`src/rtl/binary_to_decimal_serial_pkg.sv`:
```
// Shared definitions for the serial binary-to-BCD converter.
//   state_t          : converter FSM state encoding
//   DEFAULT_*        : default sizing used by the top-level parameters
//   decimal_width()  : packed BCD width for a given digit count
//   counter_width()  : iteration counter width for a given binary width
package binary_to_decimal_serial_pkg;

  typedef enum logic [1:0] {
    STATE_IDLE   = 2'b00,
    STATE_SHIFT  = 2'b01,
    STATE_FINISH = 2'b10
  } state_t;

  localparam int unsigned DEFAULT_WIDTH_BINARY = 8;
  localparam int unsigned DEFAULT_COUNT_DIGIT  = 3;

  function automatic int unsigned decimal_width(input int unsigned count_digit);
    return 4 * count_digit;
  endfunction

  function automatic int unsigned counter_width(input int unsigned width_binary);
    return $clog2(width_binary + 1);
  endfunction

endpackage

```
`src/rtl/binary_to_decimal_serial_bcd_adjust_digit.sv`:
```
// Double-dabble digit correction: adds 3 to a BCD nibble that is 5 or more,
// so the following left shift carries correctly into the next decimal digit.
//   digit_i [3:0] : scratch nibble before the shift
//   digit_o [3:0] : corrected nibble (4-bit add, no carry out)
module bcd_adjust_digit
  import binary_to_decimal_serial_pkg::*;
(
  input  logic [3:0] digit_i,
  output logic [3:0] digit_o
);

  always_comb begin
    digit_o = digit_i;
    if (digit_i >= 4'd5) begin
      digit_o = digit_i + 4'd3;
    end
  end

endmodule

```
`src/rtl/binary_to_decimal_serial.sv`:
```
// Iterative double-dabble converter: unsigned binary in, packed BCD out.
// One shift step per cycle; start/busy/done handshake so consumers only see
// completed results.
//   clock    : single clock, posedge
//   reset    : asynchronous, active-low
//   start    : conversion request, sampled only in IDLE
//   binary   : value to convert, captured on the accepting edge
//   busy     : high from the accepting edge until the return to IDLE
//   done     : one-cycle pulse while decimal/overflow present a new result
//   overflow : result needed more than COUNT_DIGIT digits
//   decimal  : packed BCD, digit 0 in [3:0]; holds the last result
module binary_to_decimal_serial
  import binary_to_decimal_serial_pkg::*;
#(
  parameter int unsigned WIDTH_BINARY = DEFAULT_WIDTH_BINARY,
  parameter int unsigned COUNT_DIGIT  = DEFAULT_COUNT_DIGIT
) (
  input  logic                     clock,
  input  logic                     reset,
  input  logic                     start,
  input  logic [WIDTH_BINARY-1:0]  binary,
  output logic                     busy,
  output logic                     done,
  output logic                     overflow,
  output logic [4*COUNT_DIGIT-1:0] decimal
);

  localparam int unsigned WIDTH_DECIMAL = decimal_width(COUNT_DIGIT);
  localparam int unsigned WIDTH_COUNT   = counter_width(WIDTH_BINARY);

  state_t                    state_q, state_d;
  logic [WIDTH_BINARY-1:0]   shift_q, shift_d;
  logic [WIDTH_DECIMAL:0]    scratch_q, scratch_d;
  logic                      sticky_q, sticky_d;
  logic [WIDTH_COUNT-1:0]    count_q, count_d;
  logic                      busy_q, busy_d;
  logic                      done_q, done_d;
  logic                      overflow_q, overflow_d;
  logic [WIDTH_DECIMAL-1:0]  decimal_q, decimal_d;

  logic [WIDTH_DECIMAL-1:0]              adjusted;
  logic [WIDTH_DECIMAL+WIDTH_BINARY:0]   joined;
  logic [WIDTH_DECIMAL+WIDTH_BINARY:0]   shifted;

  for (genvar g = 0; g < COUNT_DIGIT; g++) begin : g_digit
    bcd_adjust_digit u_adjust (
      .digit_i (scratch_q[4*g +: 4]),
      .digit_o (adjusted[4*g +: 4])
    );
  end

  // The spare top scratch bit is not a digit and is never corrected.
  assign joined  = {scratch_q[WIDTH_DECIMAL], adjusted, shift_q};
  assign shifted = {joined[WIDTH_DECIMAL+WIDTH_BINARY-1:0], 1'b0};

  always_comb begin
    state_d    = state_q;
    shift_d    = shift_q;
    scratch_d  = scratch_q;
    sticky_d   = sticky_q;
    count_d    = count_q;
    busy_d     = busy_q;
    done_d     = 1'b0;
    overflow_d = overflow_q;
    decimal_d  = decimal_q;
    case (state_q)
      STATE_IDLE: begin
        if (start) begin
          shift_d   = binary;
          scratch_d = '0;
          sticky_d  = 1'b0;
          count_d   = WIDTH_COUNT'(WIDTH_BINARY);
          busy_d    = 1'b1;
          state_d   = STATE_SHIFT;
        end
      end
      STATE_SHIFT: begin
        scratch_d = shifted[WIDTH_DECIMAL+WIDTH_BINARY:WIDTH_BINARY];
        shift_d   = shifted[WIDTH_BINARY-1:0];
        // Anything pushed past the spare bit still means overflow.
        sticky_d  = sticky_q | joined[WIDTH_DECIMAL+WIDTH_BINARY];
        count_d   = count_q - WIDTH_COUNT'(1);
        if (count_q == WIDTH_COUNT'(1)) begin
          // Result registers load on the edge entering FINISH so that
          // decimal/overflow are valid in the same cycle done is high.
          decimal_d  = scratch_d[WIDTH_DECIMAL-1:0];
          overflow_d = scratch_d[WIDTH_DECIMAL] | sticky_d;
          done_d     = 1'b1;
          state_d    = STATE_FINISH;
        end
      end
      STATE_FINISH: begin
        busy_d  = 1'b0;
        state_d = STATE_IDLE;
      end
      default: begin
        busy_d  = 1'b0;
        state_d = STATE_IDLE;
      end
    endcase
  end

  always_ff @(posedge clock or negedge reset) begin
    if (!reset) begin
      state_q    <= STATE_IDLE;
      shift_q    <= '0;
      scratch_q  <= '0;
      sticky_q   <= 1'b0;
      count_q    <= '0;
      busy_q     <= 1'b0;
      done_q     <= 1'b0;
      overflow_q <= 1'b0;
      decimal_q  <= '0;
    end else begin
      state_q    <= state_d;
      shift_q    <= shift_d;
      scratch_q  <= scratch_d;
      sticky_q   <= sticky_d;
      count_q    <= count_d;
      busy_q     <= busy_d;
      done_q     <= done_d;
      overflow_q <= overflow_d;
      decimal_q  <= decimal_d;
    end
  end

  assign busy     = busy_q;
  assign done     = done_q;
  assign overflow = overflow_q;
  assign decimal  = decimal_q;

endmodule

```
`config.mk`:
```
export PLATFORM = sky130hd
export DESIGN_NAME = binary_to_decimal_serial
export DESIGN_NICKNAME = d
export VERILOG_FILES = /design/src/rtl/binary_to_decimal_serial_pkg.sv /design/src/rtl/binary_to_decimal_serial_bcd_adjust_digit.sv /design/src/rtl/binary_to_decimal_serial.sv
export SDC_FILE = /design/constraint.sdc
export NUM_CORES = 1
export LEC_CHECK = 0
export ABC_AREA = 1
export CAP_MARGIN = 15
export CORE_UTILIZATION = 25
export CTS_BUF_LIST = sky130_fd_sc_hd__clkbuf_2 sky130_fd_sc_hd__clkbuf_4 sky130_fd_sc_hd__clkbuf_8
export DETAILED_ROUTE_END_ITERATION = 10
export PLACE_DENSITY = 0.51
export SLEW_MARGIN = 40
export SYNTH_ARGS = -nofsm -noshare
export SYNTH_HDL_FRONTEND = slang
export SYNTH_SLANG_ARGS = --single-unit
```
`constraint.sdc`:
```
create_clock -name clock -period 1.5 [get_ports clock]
set_clock_uncertainty 0.2 [all_clocks]
set_input_delay 0.3 -clock clock [delete_from_list [all_inputs] [get_ports clock]]
set_output_delay 0.3 -clock clock [all_outputs]
set_load 0.01 [all_outputs]
```
# After elaboration in Yosys (flattened, before gate mapping)
# Cells that the tools add are included.
[word_totals]
wordCells = 47
inputBits = 11
register_bits = 43
out_inout_bits = 15
[classes]
reduce_logical = 6
bitwise_logic = 3
magnitude_cmp = 3
mux = 18
eq_ne = 4
addsub = 4
[ops]
columns = ["cell", "count"]
rows = [
  ["$pmux 13 s2", 1],
  ["$mux 4", 4],
  ["$pmux 8 s2", 1],
  ["$mux 13", 1],
  ["$add 4x2->4 const B", 3],
  ["$ge 4x3->1 const B", 3],
  ["$mux 8", 1],
  ["$pmux 4 s2", 1],
  ["$reduce_and 2->1", 4],
  ["$eq 4x1->1 const B", 1],
  ["$mux 1", 4],
  ["$mux 2", 2],
  ["$ne 2x2->1 const B", 2],
  ["$pmux 1 s2", 2],
  ["$pmux 2 s2", 1],
  ["$sub 4x1->4 const B", 1],
  ["$eq 2x1->1 const B", 1],
  ["$logic_not 2->1", 1],
  ["$or 1x1->1", 2],
  ["$reduce_bool 2->1", 1],
  ["$not 1->1", 1],
]

# Logic depth before layout (Yosys ltp)
[depth]
ltp_word = 3
ltp_mapped = 9

# By module
# Synthesis repeated with hierarchy kept, for this count alone.
[hier_totals]
hier_cells = 272
hier_area_um2 = 2227.1
[by_module_without_submodules]
columns = ["module", "cells_each", "seq_area_each_um2", "instances", "area_per_inst_um2"]
rows = [
  ["binary_to_decimal_serial", 203, 1076.0, 1, 1821.7],
  ["bcd_adjust_digit", 23, 0.0, 3, 135.1],
]

# Worst setup path after synthesis
# Ideal clock, no wire load.
[synth_timing]
kind = "flip-flop to flip-flop"
from = "register scratch_q[0]"
to = "register decimal_q[1] (netlist: decimal[1])"
t_required_ns = 1.235
slack_ns = 0.088
arrival_ns = 1.147
stages_incl_launch_ff = 9
period_less_slack_ns = 1.412
path_buffers = 0
cell_sequence = "dfrtp_1 inv_1 ha_1 inv_1 o21ai_1 nand2_1 nand2_1 nand3_1 nand2_1"
[synth_via]
elab_chain_cells = 2
word_cells_on_any_way = 3
classes_between = "1 x add/sub; 1 x order compare; 1 x mux"
[synth_rtl]
columns = ["element", "line", "text"]
rows = [
  ["start, declared", "binary_to_decimal_serial.sv:33", "logic [WIDTH_DECIMAL:0] scratch_q, scratch_d;"],
  ["start signal, assigned", "binary_to_decimal_serial.sv:117", "scratch_q <= scratch_d;"],
  ["$add 4x2->4 / $ge 4x3->1 (equally long branches)", "binary_to_decimal_serial_bcd_adjust_digit.sv:15, binary_to_decimal_serial_bcd_adjust_digit.sv:14", ""],
  ["$mux 4 (*)", "binary_to_decimal_serial_bcd_adjust_digit.sv:14", "if (digit_i >= 4'd5) begin"],
  ["end signal, assigned", "binary_to_decimal_serial.sv:123", "decimal_q <= decimal_d;"],
  ["end, declared", "binary_to_decimal_serial.sv:39", "logic [WIDTH_DECIMAL-1:0] decimal_q, decimal_d;"],
]
# Mark *: on every way between the ends. The rest lies on a longest branch, timed or not.
# A chain may end at the register's enable or synchronous reset.

# Worst setup path in the final report
[layout_timing]
from = "register decimal_q[1] (netlist: decimal[1])"
to = "output port decimal[1]"
[layout_lines]
columns = ["element", "line", "text"]
rows = [
  ["end, declared", "binary_to_decimal_serial.sv:25", "output logic [4*COUNT_DIGIT-1:0] decimal"],
]
# No word-level cell between the ends.

==> flow_summary.toml <==
[synthesis]
yosys.cell_types.count = 19
synth-seq-area-share_pct = 52.4
syn_inst = 244
async_reset_ff_share_pct = 100
netlist.area_leader.share_pct = 52.4
synthesis.area_sq_um = 2050
synth_seq_cells = 43
ys.flop_type = "dfrtp_1"
synth-edff-count = 0
syn_avg_cell_area_sq_um = 8.41
synth_most_common_cell = "nand2_1"
synthTopCellsByArea = "dfrtp_1 52%, nand2_1 17%, nand3_1 7.6%"
yosysWarningCount = 0
ys_top_cells_by_count = "93 x nand2_1, 43 x dfrtp_1, 31 x nand3_1"
yosys.area.top_type = "dfrtp_1"
syn_nets = 263

[grt]
grt_use_met3_pct = 2.71
grt_pass1_wl_mm = 7.71
gr-usage-met1_pct = 14.9
grt_pass1_vias = 1677
busiest_layer = "met2"
grt_max_degree = 34
overflow = 0
use_met2_pct = 18.0
track_usage_pct = 11.4
antenna_found_initial = 0

[floorplanning]
die_w_um = 92.6
ioPinCount = 26
coreArea_sq_um = 7850
die_h_um = 92.6
core.rowCount = 32
start_util_pct = 26.2
die_area_sq_um = 8580

[power]
vdd_drop_max_mv = 0.661
power_w = 0.00544
p_leak_nw = 1.38
p_per_area_nw_per_um2 = 1980

[sta]
hold_violations = 0
period_share_pct = 97.4
relSlewSlack_pct = 78.9
setup_viol = 0
tns_ns = 0
min_period_ns = 1.46
worst_pin_slew_ns = 0.317
clock.fmax_mhz = 685
maxSlewViolCount = 0
rsz0062_at_grt = "true"

[worst_setup_path]
crit_start = "decimal[1]"
reg2reg_from = "scratch_q[0]"
max_stage_delay_ns = 0.39
critPathSlowestCell = "dfrtp_1"
crit_type = "reg2out"
cp-end-kind = "output port"
critical_path_buf_inv_count = 1
worst_setup_path_start_kind = "register"
cp.required_ns = 1.00
path_max_fanout = 2
arrival_ns = 0.96
cp_cell_sequence = "dlygate4sd2_1"
path_delay_family = "flip-flops"

[status]
status = "completed"

[cts]
clockBufferDepth = 2
clock_sinks = 43
htreeDepth = 2
cts-root-buf = "clkbuf_8"
cts_tree = "yes"
clk_transition_reported_paths_ns = 0.08
cts_inserted_buffers = 5
clk_latency_ns = 0.28

[finish]
drive_gt1_share_pct = 22.4
final_area_sq_um = 2760
num-fill-cells = 826
final_nets = 314
antenna_cells = 0
area_growth_pct = 34.2

[place]
port_buffers = 25
gp_congestion = 0.787
placed_area_sq_um = 2540
dpl.hpwl_mm = 3.17

[detailed_routing]
firstDrtPassIters = 4
routed_wirelength_mm = 4.46
drc = 0
antenna_left = 0
vias = 1697
initialDrtViolationCount = 89
via_per_inst = 4.29
wl_per_cell_um = 11.3

[min_path]
hold_path.class = "in2async"

[flow_run]
drv_cap = 0
## area by class of cell
type / count / area (sq um) / area share, %
Inverter: 23 / 101 / 3.68
Sequential cell: 43 / 1080 / 39.1
Multi-Input combinational cell: 173 / 932 / 33.8
Timing Repair Buffer: 49 / 442 / 16.0
Tap cell: 102 / 128 / 4.63
Clock buffer: 6 / 76.3 / 2.77
## timing repair
item	in CTS	in global routing
gates resized for setup	17	34
setup buffers	0	4
endpoints found under the hold margin	10	0
pin swaps	1	13
gates cloned	0	0
endpoints found under the setup margin	26	23
hold buffers	1	0
## worst paths after layout
check / end / slack (ns) / cells after the start
max: decimal[1] / 0.04 / 1
min in group clock: decimal[5] / 0.27 / 2
max in group asynchronous: shift_q[0] / 0.39 / 3
min reg2reg: decimal[5] / 0.27 / 2
min: decimal[3] / 0.24 / 2
max reg2reg: scratch_q[1] / 0.05 / 8
## sequential cells by signal, summed over array words and instances (netlist names)
signal,count
busy,1
count_q,4
decimal,12
done,1
overflow,1
scratch_q,13
shift_q,8
state_q,2
sticky_q,1
## through the flow
| step | std cells | hold slack [ns] | worst slack [ns] | util [%] |
|---|---|---|---|---|
| 3_5_place_dp | 385 | 0.0118 | -0.163 | 32.4 |
| 3_3_place_gp | 385 | 0.00460 | -0.132 | 32.4 |
| 4_1_cts | 392 | 0.235 | 0.00335 | 33.4 |
| 6_report | 396 | 0.236 | 0.0393 | 35.1 |
| 2_1_floorplan | 244 | -0.196 | 0.0877 | - |
| 5_1_grt | 396 | 0.253 | -0.0450 | 35.1 |
## cells in the final DEF, fill, tap and decap left out, types with 9 or more instances in the layout
| cell | n |
|---|---|
| inv_1 | 12 |
| clkdlybuf4s50_1 | 9 |
| o21ai_0 | 13 |
| dlygate4sd2_1 | 15 |
| nor2_1 | 9 |
| dfrtp_1 | 43 |
| nand3_1 | 26 |
| buf_4 | 20 |
| nand2_1 | 84 |
| nand2_2 | 10 |
| inv_2 | 9 |
## power breakdown
part	switching [W]	internal [W]
sequential	0.000324	0.00165
combinational	0.00156	0.00122
clock	0.000361	0.000329
total	0.00225	0.00320
## layer usage
metal,share of wire [%],wire (um),vias up
met3,3.0,136,4
met4,1.5,65,0
met1,49,2170,785
met2,47,2090,28
li1,-,-,880
met5,0,0,-
## cells by family (layout without fill, tap and decap cells)
kind of cell	count (synthesis)	after routing	synth area share, %
and+or+nand+nor	138	138	28.2
DFF	43	43	52.4
buffers and inverters	28	78	7.19
AOI/OAI and AO/OA	27	27	7.31
adders and majority gates	8	8	4.88
Power figures use the tool's default switching activity.
